===== src/rtl/mux_sched_pkg.sv =====
// Shared types, constants and helpers for the round-robin mux-tree scheduler.
package mux_sched_pkg;

  localparam int NSRC  = 4;
  localparam int SRC_W = 2;

  typedef enum logic [1:0] {
    IDLE  = 2'd0,
    GRANT = 2'd1,
    BYP   = 2'd2
  } state_e;

  function automatic logic [NSRC-1:0] idx2onehot(input logic [SRC_W-1:0] idx);
    return NSRC'(1) << idx;
  endfunction

endpackage


===== src/rtl/rr_pick.sv =====
// Combinational round-robin picker: first set request scanning upward from ptr+1, mod NSRC.
module rr_pick
  import mux_sched_pkg::*;
(
  input  logic [NSRC-1:0]  req_i,
  input  logic [SRC_W-1:0] ptr_i,
  output logic [SRC_W-1:0] idx_o,
  output logic             vld_o
);

  logic [SRC_W-1:0] cand;

  // Scan farthest-first so the candidate nearest to ptr+1 is the last to overwrite.
  always_comb begin
    // NOTE: every combinational output gets a default first, so no path leaves it unassigned and no latch is inferred.
    idx_o = '0;
    vld_o = 1'b0;
    cand  = '0;
    for (int k = NSRC; k >= 1; k--) begin
      cand = ptr_i + SRC_W'(k);
      if (req_i[cand]) begin
        idx_o = cand;
        vld_o = 1'b1;
      end
    end
  end

endmodule


===== src/rtl/mux_rr_scheduler.sv =====
// Round-robin select-line scheduler for a 4:1 mux tree with bypass stage.
// Define MUX_SCHED_BYPASS_EN to build in the BYP state and byp_req preemption.
module mux_rr_scheduler
  import mux_sched_pkg::*;
#(
  parameter int DWELL_W = 4
) (
  input  logic               clk,
  input  logic               rst_n,
  input  logic [3:0]         req,
  input  logic               byp_req,
  input  logic [DWELL_W-1:0] dwell,
  input  logic               lock,
  output logic               sel_in,
  output logic               sel_out,
  output logic               byp_sel,
  output logic [3:0]         gnt,
  output logic               busy
);

  state_e             state_q, state_d;
  logic [SRC_W-1:0]   ptr_q, ptr_d;
  logic [SRC_W-1:0]   sel_q, sel_d;
  logic [DWELL_W-1:0] cnt_q, cnt_d;
  logic [NSRC-1:0]    gnt_q, gnt_d;
  logic               byp_sel_q, byp_sel_d;
  logic               busy_q, busy_d;

  logic               byp_en;
  logic               rel;
  logic               arb;
  logic [SRC_W-1:0]   pick_ptr;
  logic [SRC_W-1:0]   pick_idx;
  logic               pick_vld;

`ifdef MUX_SCHED_BYPASS_EN
  assign byp_en = byp_req;
`else
  logic unused_byp_req;
  assign unused_byp_req = byp_req;
  assign byp_en         = 1'b0;
`endif

  // sel_q doubles as the granted index while in GRANT.
  assign rel      = (state_q == GRANT) && (!req[sel_q] || ((cnt_q == '0) && !lock));
  // A release advances ptr on the same edge, so the picker must already see the new pointer.
  assign pick_ptr = rel ? sel_q : ptr_q;

  rr_pick u_rr_pick (
    .req_i (req),
    .ptr_i (pick_ptr),
    .idx_o (pick_idx),
    .vld_o (pick_vld)
  );

  always_comb begin
    state_d   = state_q;
    ptr_d     = ptr_q;
    sel_d     = sel_q;
    cnt_d     = cnt_q;
    gnt_d     = gnt_q;
    byp_sel_d = byp_sel_q;
    arb       = 1'b0;

    case (state_q)
      IDLE: arb = 1'b1;
      GRANT: begin
        if (rel) begin
          ptr_d = sel_q;
          arb   = 1'b1;
        end else if (byp_en) begin
          // Preemption leaves ptr alone so the preempted source is first in line on exit.
          state_d   = BYP;
          gnt_d     = '0;
          byp_sel_d = 1'b1;
        end else if (cnt_q != '0) begin
          cnt_d = cnt_q - DWELL_W'(1);
        end
      end
`ifdef MUX_SCHED_BYPASS_EN
      BYP: begin
        if (!byp_en) arb = 1'b1;
      end
`endif
      default: begin
        state_d   = IDLE;
        gnt_d     = '0;
        byp_sel_d = 1'b0;
      end
    endcase

    if (arb) begin
      if (byp_en) begin
        state_d   = BYP;
        gnt_d     = '0;
        byp_sel_d = 1'b1;
      end else if (pick_vld) begin
        state_d   = GRANT;
        sel_d     = pick_idx;
        gnt_d     = idx2onehot(pick_idx);
        cnt_d     = dwell;
        byp_sel_d = 1'b0;
      end else begin
        state_d   = IDLE;
        gnt_d     = '0;
        byp_sel_d = 1'b0;
      end
    end

    busy_d = (gnt_d != '0) || byp_sel_d;
  end

  always_ff @(posedge clk or negedge rst_n) begin
    if (!rst_n) begin
      state_q   <= IDLE;
      ptr_q     <= SRC_W'(NSRC - 1);
      sel_q     <= '0;
      cnt_q     <= '0;
      gnt_q     <= '0;
      byp_sel_q <= 1'b0;
      busy_q    <= 1'b0;
    end else begin
      // NOTE: non-blocking assignments here so every register samples the pre-edge value of the others.
      state_q   <= state_d;
      ptr_q     <= ptr_d;
      sel_q     <= sel_d;
      cnt_q     <= cnt_d;
      gnt_q     <= gnt_d;
      byp_sel_q <= byp_sel_d;
      busy_q    <= busy_d;
    end
  end

  assign sel_in  = sel_q[0];
  assign sel_out = sel_q[1];
  assign byp_sel = byp_sel_q;
  assign gnt     = gnt_q;
  assign busy    = busy_q;

endmodule


===== config.mk =====
export PLATFORM = sky130hd
export DESIGN_NAME = mux_rr_scheduler
export DESIGN_NICKNAME = d
export VERILOG_FILES = /design/src/rtl/mux_sched_pkg.sv /design/src/rtl/rr_pick.sv /design/src/rtl/mux_rr_scheduler.sv
export SDC_FILE = /design/constraint.sdc
export NUM_CORES = 1
export LEC_CHECK = 0
export ABC_AREA = 1
export CORE_ASPECT_RATIO = 1.5
export CORE_MARGIN = 2
export CORE_UTILIZATION = 53
export DETAILED_ROUTE_END_ITERATION = 6
export GPL_TIMING_DRIVEN = 0
export PLACE_DENSITY = 0.8
export SLEW_MARGIN = 40
export SYNTH_ARGS = -nofsm -noshare
export SYNTH_HDL_FRONTEND = slang
export SYNTH_SLANG_ARGS = --single-unit

===== constraint.sdc =====
create_clock -name clk -period 6.3 [get_ports clk]
set_input_delay 1.26 -clock clk [delete_from_list [all_inputs] [get_ports clk]]
set_output_delay 1.26 -clock clk [all_outputs]
set_load 0.01 [all_outputs]

==> flow_metrics.py, run 1 <==
metrics = {
    "status": {
        "status": "complete, no violations",
    },
    "grt": {
        "antenna_found_initial": 0,
        "grt_max_degree": 16,
        "grt_pass1_vias": 1016,
        "track_usage_pct": 19.7,
        "overflow": 0,
        "grt_pass1_wl_um": 4210,
    },
    "detailed_routing": {
        "wl_per_cell_um": 12.2,
        "drtPass1Iterations": 4,
        "wl_um": 2390,
        "drc": 0,
        "antenna_left": 0,
        "drt_iter0_drc": 18,
        "via_per_inst": 5.20,
        "vias": 1019,
    },
    "worst_setup_path": {
        "start_kind": "primary input",
        "reg2regPathDepth": 18,
        "reg2reg_from": "cnt_q[0]",
        "reg2reg_slack_ps": 4070,
        "path_cells": "clkdlybuf4s50_1 > nand2_1 > nand3_2 > nand3_4 > nand2_4 > nand2_2 > nand2_4 > nand2_2 > nand2_4 > nand2_1 > nand2_1 > nand2_2 > nand2_1 > nand2_2 > nand2_4 > inv_2 > nand2_2 > nand3_2 > nor2_1 > nand2_1",
        "crit_arrival_ps": 3310,
        "path_max_fanout": 8,
        "slowest_stage": "clkdlybuf4s50_1",
        "cp-end-kind": "register",
        "crit_type": "primary input to register",
        "required_ps": 6470,
        "max_stage_delay_ps": 520,
        "r2r-end": "busy",
    },
    "cts": {
        "cts_hold_buf": 0,
        "cts_buffers": 3,
        "clk-insertion-delay-late_ps": 270,
        "clock_tree.buffer_depth": 2,
        "cts_root_buf": "clkbuf_4",
        "cts_tree": "yes",
        "post-cts-setup-buffers": 0,
        "cts_resized": 0,
        "clkSlewWorstSetupHoldPaths_ps": 80,
        "clock_sinks": 15,
        "htree_num_levels": 1,
    },
    "power": {
        "p_leak_nw": 0.742,
        "vdd_drop_max_mv": 0.368,
        "pwr-share-seq_pct": 19.6,
        "power.density_nw_per_um2": 596,
        "clockPowerShare_pct": 6.2,
        "switching_share_pct": 53.4,
        "power.net_switching_uw": 456,
        "intPower_uw": 399,
        "combPwrFrac_pct": 74.2,
    },
    "floorplanning": {
        "core_um2": 2180,
        "start_util_pct": 55.0,
        "rows": 21,
        "die_area_um2": 2670,
        "io_pins": 20,
        "die_h_um": 62.3,
        "die_w_um": 42.9,
    },
    "timing": {
        "fmaxAchievable_ghz": 0.319,
        "setup_viol": 0,
        "min_period_ps": 3140,
        "worst_pin_slew_ps": 659,
        "timing.final.crit_share_pct": 49.8,
        "hold_viol": 0,
        "relSlewSlack_pct": 55.9,
        "worst_hold_slack_ps": 528,
        "final.setup.tns_ps": 0,
        "rsz0062_at_grt": "false",
        "drv_slew": 0,
        "clock_skew_ps": 2.99,
    },
    "finish": {
        "fin_util_pct": 65.8,
        "stdcell_count": 196,
        "final_cell_mix": "nand2_1 (39), nand2_2 (21), inv_1 (18), clkdlybuf4s50_1 (18), dfrtp_1 (13)",
        "layout-drive-gt1-share_pct": 32.4,
        "final_common_cell": "nand2_1",
        "layout.nets": 188,
        "area_delta_synth_final_pct": 19.6,
        "diodes": 0,
    },
    "yosys": {
        "synth_fp_nets": 165,
        "synthesis.area_um2": 1200,
        "synth_cell_types": 25,
        "seq_area_frac_synth_pct": 31.5,
        "ys_ff_latch": 15,
        "syn_avg_cell_area_um2": 7.95,
        "yosysWarnings": 0,
        "synth_cells": 151,
    },
    "place": {
        "dpl.hpwl_um": 1960,
        "io_buffers": 18,
        "placedCellCount": 192,
        "gp_congestion": 0.897,
    },
    "hold_path": {
        "hold_depth": 2,
        "hold_path_class": "register to register",
        "holdCritStartpoint": "ptr_q[1]",
        "min_to": "ptr_q[1]",
    },
    "run": {
        "cap_violations": 0,
    },
}
-- critical path: cells and delay by family --
family,cells,cell delay [ps]
buffers and inverters,2,560
AND/OR/NAND/NOR,18,1480
-- cell families (layout without fill, tap and decap cells) --
logic type | Yosys count | count (layout) | share of synthesized area, %
buffers and inverters | 23 | 45 | 7.92
AO/OA/AOI/OAI | 9 | 9 | 4.48
adder cells (fa/ha/maj) | 2 | 2 | 2.09
flip-flops | 15 | 15 | 31.5
AND/OR/NAND/NOR | 97 | 97 | 50.2
multiplexers | 2 | 2 | 1.67
XOR/XNOR | 3 | 3 | 2.19
-- area by class of cell --
cell class,count,area [µm²]
Fill cell,190,746
Multi-Input combinational cell,113,727
Sequential cell,15,378
Timing Repair Buffer,18,180
Inverter,21,78.8
Tap cell,23,28.8
Clock buffer,4,26.3
Buffer,2,16.3
-- power by group through the flow --
stage / registers (mW) / logic (mW) / clock network [mW]
global placement: 0.167 / 0.616 / 0
floorplan: 0.173 / 0.502 / 0
detailed placement: 0.169 / 0.637 / 0
finish: 0.167 / 0.635 / 0.0529
CTS: 0.168 / 0.640 / 0.0547
global route: 0.172 / 0.706 / 0.0595
-- stage by stage --
step / instance area (µm²) / setup slack (ps) / total power, mW
2_1_floorplan: 1200 / 3600 / 0.675
4_1_cts: 1440 / 3150 / 0.862
5_1_grt: 1440 / 2990 / 0.938
3_5_place_dp: 1410 / 2860 / 0.806
6_report: 1440 / 3160 / 0.855
3_3_place_gp: 1410 / 2920 / 0.783
-- cells in the mapped netlist --
| master | number | area share (%) |
|---|---|---|
| a21oi_1 | 1 | 0.42 |
| buf_2 | 1 | 0.42 |
| buf_6 | 1 | 0.94 |
| dfrtp_1 | 13 | 27 |
| dfstp_2 | 2 | 4.4 |
| ha_1 | 2 | 2.1 |
| inv_1 | 18 | 5.6 |
| inv_2 | 3 | 0.94 |
| mux2i_1 | 2 | 1.7 |
| nand2_1 | 39 | 12 |
| nand2_2 | 21 | 11 |
| nand2_4 | 10 | 9.4 |
| nand3_1 | 7 | 2.9 |
| nand3_2 | 9 | 7.5 |
| nand3_4 | 1 | 1.5 |
| nand3b_1 | 1 | 0.63 |
| nand4_1 | 3 | 1.6 |
| nor2_1 | 2 | 0.63 |
| nor2_2 | 2 | 1.0 |
| nor2_4 | 2 | 1.9 |
| o21ai_0 | 4 | 1.7 |
| o21ai_2 | 1 | 0.73 |
| o21bai_1 | 1 | 0.63 |
| o22ai_1 | 2 | 1.0 |
| xor2_1 | 3 | 2.2 |
-- how the worst max path moves through the flow --
| stage | startpoint | end | depth (start not counted) |
|---|---|---|---|
| floorplan | req[3] | busy | 19 |
| global placement | req[1] | busy | 20 |
| detailed placement | req[3] | busy | 20 |
| CTS | req[3] | busy | 20 |
| global route | req[3] | busy | 17 |
| finish | req[3] | busy | 20 |
-- layer usage --
metal | global-route usage, % | routed length (µm)
met5 | 0 | 0
met4 | 8.20 | 88
met3 | 2.91 | 86
met2 | 34.1 | 1220
met1 | 23.5 | 990
-- registers in the layout (all words and copies together) (netlist names) --
| signal | cells |
|---|---|
| gnt | 4 |
| sel_q | 2 |
| cnt_q | 4 |
| byp_sel | 1 |
| ptr_q | 2 |
| busy | 1 |
| state_q | 1 |
Power figures use the tool's default switching activity.
==> run 2: changes to the inputs <==
--- a/config.mk
+++ b/config.mk
@@ -8,10 +8,10 @@
 export ABC_AREA = 1
 export CORE_ASPECT_RATIO = 1.5
 export CORE_MARGIN = 2
-export CORE_UTILIZATION = 53
+export CORE_UTILIZATION = 52
 export DETAILED_ROUTE_END_ITERATION = 6
 export GPL_TIMING_DRIVEN = 0
-export PLACE_DENSITY = 0.8
+export PLACE_DENSITY = 0.78
 export SLEW_MARGIN = 40
 export SYNTH_ARGS = -nofsm -noshare
 export SYNTH_HDL_FRONTEND = slang
==> constraint.sdc (replaced) <==
create_clock -name clk -period 2.92 [get_ports clk]
set_input_delay 0.584 -clock clk [delete_from_list [all_inputs] [get_ports clk]]
set_output_delay 0.584 -clock clk [all_outputs]
set_load 0.01 [all_outputs]
==> run 2 against run 1 <==
Net effect:
- clock skew shrank 1.7 ps
- worst setup slack lost 2700 ps
- total power grew 120%
- count of clock-buffer cells in the layout shrank 1
- clock power grew 140%
- first-iteration DRC count shrank 33%
- worst hold slack lost 9.6 ps
- largest cell class unchanged
- utilization shrank 0.73 points
==> flow_metrics.py, run 2 (synthesis results as in run 1) <==
metrics = {
    "power": {
        "vdd_drop_max_mv": 0.709,
        "total_power_mw": 1.86,
        "p_leak_nw": 0.744,
        "power.density_nw_per_um2": 1300,
    },
    "cts": {
        "clock_sinks": 15,
        "post-cts-setup-buffers": 0,
        "cts_hold_buf": 0,
        "clock_tree.buffer_depth": 2,
        "cts_tree": "yes",
        "cts_root_buf": "clkbuf_4",
        "cts_buffers": 3,
        "htree_num_levels": 1,
        "clkSlewWorstSetupHoldPaths_ps": 90,
        "cts_resized": 0,
        "clk-insertion-delay-late_ps": 300,
    },
    "timing": {
        "min_period_ps": 2420,
        "worst_pin_slew_ps": 704,
        "worst_hold_slack_ps": 519,
        "relSlewSlack_pct": 52.9,
        "clock_skew_ps": 1.33,
        "fmaxAchievable_ghz": 0.414,
        "timing.final.crit_share_pct": 82.8,
        "final.setup.tns_ps": 0,
        "hold_viol": 0,
        "drv_slew": 0,
        "rsz0062_at_grt": "false",
        "setup_viol": 0,
    },
    "grt": {
        "grt_pass1_vias": 1042,
        "antenna_found_initial": 0,
        "grt_pass1_wl_um": 4390,
        "overflow": 0,
        "grt_max_degree": 16,
        "track_usage_pct": 21.0,
    },
    "floorplanning": {
        "start_util_pct": 54.4,
        "die_area_um2": 2720,
        "die_h_um": 62.8,
        "core_um2": 2210,
        "rows": 21,
        "io_pins": 20,
        "die_w_um": 43.2,
    },
    "worst_setup_path": {
        "path_max_fanout": 8,
        "max_stage_delay_ps": 500,
        "cp-end-kind": "register",
        "start_kind": "primary input",
        "cp_top_family": "simple AND/OR/NAND/NOR gates",
        "worst-path-buf-inv": 2,
        "reg2reg_from": "cnt_q[0]",
        "path_cells": "clkdlybuf4s50_1 > nand2_1 > nand3_2 > nand3_4 > nand2_4 > nand2_2 > nand2_4 > nand2_2 > nand2_4 > nand2_1 > nand2_1 > nand2_2 > nand2_1 > nand2_2 > nand2_4 > inv_2 > nand2_2 > nand3_2 > nor2_1 > nand2_1",
        "slowest_stage": "clkdlybuf4s50_1",
        "critPathCapture": "busy",
        "r2r-end": "busy",
        "required_ps": 3110,
        "cp.depth": 20,
        "crit_arrival_ps": 2610,
        "reg2reg_slack_ps": 680,
        "reg2regPathDepth": 18,
        "worstSetupStartpoint": "req[3]",
        "crit_type": "primary input to register",
    },
    "detailed_routing": {
        "drc": 0,
        "wl_per_cell_um": 12.5,
        "drt_iter0_drc": 12,
        "drtPass1Iterations": 4,
        "via_per_inst": 5.19,
        "vias": 1018,
        "antenna_left": 0,
        "wl_um": 2450,
    },
    "finish": {
        "final_common_cell": "nand2_1",
        "diodes": 0,
        "layout.nets": 188,
        "layout-drive-gt1-share_pct": 32.9,
        "area_delta_synth_final_pct": 19.7,
        "final_cell_mix": "nand2_1 (39), nand2_2 (21), inv_1 (18), clkdlybuf4s50_1 (18), dfrtp_1 (13)",
    },
    "hold_path": {
        "hold_path_class": "register to register",
        "holdCritStartpoint": "byp_sel",
    },
    "status": {
        "status": "complete, no violations",
    },
    "place": {
        "dpl.hpwl_um": 1950,
        "io_buffers": 18,
        "gp_congestion": 0.907,
    },
    "run": {
        "cap_violations": 0,
    },
}
## run 2: cell count changes in the layout (fill, tap and decap cells not counted), sizes merged
cell / change
clkinv: +1
clkbuf: -1
## run 2: cell type report
class                   count  area, µm²
fillers                   193        771
clock buffers               3       22.5
clock inverters             1       5.00
inverters                  21       78.8
flip-flops and latches     15        378
well taps                  23       28.8
plain buffers               2       16.3
multi-input cells         113        727
repair buffers             18        180
## run 2: stage by stage
stage	setup WS (ps)	area [µm²]	cells	utilization, %
2_1_floorplan	892	1200	151	-
3_3_place_gp	220	1410	192	63.8
4_1_cts	501	1440	196	65.1
3_5_place_dp	184	1410	192	63.8
5_1_grt	322	1440	196	65.1
6_report	503	1440	196	65.1
## run 2: tightest hold or removal path, cell delays in order (launching register included)
cell and delay, ps:
dfrtp_1 360, nand2_1 80, inv_1 60
## run 2: how the worst min path moves through the flow
stage,to,slack (ps),depth (start not counted)
3_3_place_gp,gnt[0],480,2
5_1_grt,byp_sel,560,2
2_1_floorplan,busy,290,0
6_report,byp_sel,520,2
3_5_place_dp,byp_sel,490,2
4_1_cts,byp_sel,520,2
## run 2: where the power goes
part	internal [mW]	total (mW)	switching, mW
registers	0.302	0.362	0.0602
logic	0.506	1.37	0.869
clock network	0.0511	0.125	0.0743
total	0.858	1.86	1.00
## run 2: per-layer routing
layer / track usage (%) / vias up / share of wire (%)
li1: - / 520 / -
met1: 23.2 / 463 / 40
met2: 35.3 / 24 / 53
met3: 1.73 / 11 / 2.8
met4: 16.3 / 0 / 4.7
met5: 0 / - / 0
==> run 3: changes to the inputs <==
==> constraint.sdc (replaced) <==
create_clock -name clk -period 2.28 [get_ports clk]
set_input_delay 0.456 -clock clk [delete_from_list [all_inputs] [get_ports clk]]
set_output_delay 0.456 -clock clk [all_outputs]
set_load 0.01 [all_outputs]
==> run 3 against run 2 <==
Net effect:
- register-to-register slack lost 600 ps
- utilization grew 10 points
- routed wire length grew 19%
- critical endpoint unchanged
- design area grew 16%
- clock skew is essentially flat
- largest cell class unchanged
==> flow_metrics.py, run 3 (synthesis results as in run 1) <==
metrics = {
    "status": {
        "status": "complete, no violations",
    },
    "finish": {
        "fill_cells": 170,
        "final_area_um2": 1670,
        "final_common_cell": "nand2_1",
        "layout.nets": 200,
        "multi_input_area_um2": 850,
        "layout-drive-gt1-share_pct": 47.0,
        "final_cell_mix": "nand2_1 (32), nand2_2 (24), inv_1 (14)",
        "stdcell_count": 208,
        "regArea_um2": 379,
        "area_delta_synth_final_pct": 38.8,
        "diodes": 0,
    },
    "worst_setup_path": {
        "reg2reg_slack_ps": 80,
        "cp-end-kind": "register",
        "path_max_fanout": 8,
        "required_ps": 2480,
        "reg2reg_from": "sel_q[0]",
        "reg2regPathDepth": 20,
        "max_stage_delay_ps": 460,
        "slowest_stage": "dfrtp_2",
        "crit_arrival_ps": 2400,
        "start_kind": "register",
        "crit_top_cell": "nand2_1",
        "crit_type": "register to register",
        "critPathCapture": "busy",
        "r2r-end": "busy",
        "worstSetupStartpoint": "sel_q[0]",
        "path_cells": "inv_4 > nand2_1 > nand3_2 > nand3_4 > nand2_8 > nand2_8 > nand2_8 > nand2_1 > nand2_1 > nand2_1 > nand2_1 > nand2_2 > nand2_2 > nand2_2 > nand2_4 > inv_2 > nand2_2 > nand3_2 > nor2_1 > nand2_1",
    },
    "timing": {
        "setup_ws_ps": 78.2,
        "clock_skew_ps": 1.53,
        "drv_slew": 0,
        "hold_viol": 0,
        "timing.final.crit_share_pct": 96.6,
        "relSlewSlack_pct": 52.5,
        "min_period_ps": 2200,
        "rsz0062_at_grt": "true",
        "worst_pin_slew_ps": 710,
        "setup_viol": 0,
        "final.setup.tns_ps": 0,
        "fmaxAchievable_ghz": 0.454,
    },
    "floorplanning": {
        "io_pins": 20,
        "rows": 21,
        "die_h_um": 62.8,
        "die_w_um": 43.2,
        "die_area_um2": 2720,
        "core_um2": 2210,
        "start_util_pct": 54.4,
    },
    "grt": {
        "overflow": 0,
        "grt_pass1_vias": 1046,
        "track_usage_pct": 21.2,
        "antenna_found_initial": 0,
        "grt_pass1_wl_um": 4450,
        "grt_max_degree": 16,
    },
    "power": {
        "combPwrFrac_pct": 78.2,
        "power.net_switching_mw": 1.54,
        "clockPowerShare_pct": 5.6,
        "pwr-share-seq_pct": 16.3,
        "vdd_drop_max_mv": 0.942,
        "p_leak_nw": 0.862,
        "intPower_mw": 1.40,
        "switching_share_pct": 52.4,
        "power.density_nw_per_um2": 1770,
    },
    "detailed_routing": {
        "via_per_inst": 5.32,
        "vias": 1107,
        "antenna_left": 0,
        "drtPass1Iterations": 4,
        "wl_per_cell_um": 14.0,
        "wl_um": 2910,
        "drc": 0,
        "drt_iter0_drc": 19,
    },
    "place": {
        "gp_congestion": 0.907,
        "place_area_um2": 1410,
        "io_buffers": 18,
        "placedCellCount": 192,
        "pre_cts_ws_ps": -328,
        "dpl.hpwl_um": 1950,
    },
    "cts": {
        "cts_buffers": 3,
        "cts_hold_buf": 0,
        "htree_num_levels": 1,
        "clk-insertion-delay-late_ps": 300,
        "clock_tree.buffer_depth": 2,
        "cts_root_buf": "clkbuf_4",
        "clock_sinks": 15,
        "cts_tree": "yes",
        "clkSlewWorstSetupHoldPaths_ps": 90,
    },
    "run": {
        "cap_violations": 0,
    },
    "hold_path": {
        "hold_path_class": "register to register",
    },
}
==> run 3: metal layers <==
layer  routed length, µm  vias up  global-route usage, %  share of wire (%)
li1                    -      543                      -                  -
met1                1110      516                   23.2                 38
met2                1560       33                   37.1                 54
met3                  92       15                   2.02                3.2
met4                 149        0                   13.6                5.1
met5                   0        -                      0                  0
==> run 3: cell type report <==
| type | count | area share (%) |
|---|---|---|
| clock buffer | 3 | 1.35 |
| clock inverter | 1 | 0.301 |
| inverter | 21 | 4.88 |
| timing repair buffer | 30 | 17.0 |
| multi-input combinational | 113 | 51.0 |
| tap | 23 | 1.73 |
| buffer | 2 | 0.977 |
| sequential | 15 | 22.8 |
==> run 3: timing repair <==
| action | CTS | global route |
|---|---|---|
| resized for setup | 1 | 35 |
| endpoints found under the setup margin | 1 | 5 |
| buffers inserted | 2 | 10 |
| pin swaps | 4 | 16 |
==> run 3: stage by stage <==
stage | hold WS, ps | power, mW | utilization (%)
finish | 518 | 2.94 | 75.5
global route | 552 | 3.19 | 75.5
CTS | 520 | 2.45 | 65.7
detailed placement | 494 | 2.23 | 63.8
global placement | 485 | 2.17 | 63.8
floorplan | 160 | 1.87 | -
==> run 3: worst min path at each step <==
stage	from	endpoint	cells after the start
floorplan	rst_n	busy	0
global placement	gnt[0]	gnt[0]	2
detailed placement	byp_sel	byp_sel	2
CTS	byp_sel	byp_sel	2
global route	ptr_q[1]	ptr_q[1]	2
finish	gnt[0]	gnt[0]	2
==> run 3: critical path, delay by kind of cell (launching register included) <==
family                 cells  cell delay (ps)
AND/OR/NAND/NOR           18             1530
buffers and inverters      2              130
flip-flops                 1              460
==> run 3: power by group through the flow <==
stage / logic [mW] / clock network [mW] / registers, mW
finish: 2.30 / 0.164 / 0.479
global route: 2.52 / 0.178 / 0.492
CTS: 1.81 / 0.169 / 0.465
detailed placement: 1.76 / 0 / 0.469
global placement: 1.71 / 0 / 0.460
floorplan: 1.39 / 0 / 0.478
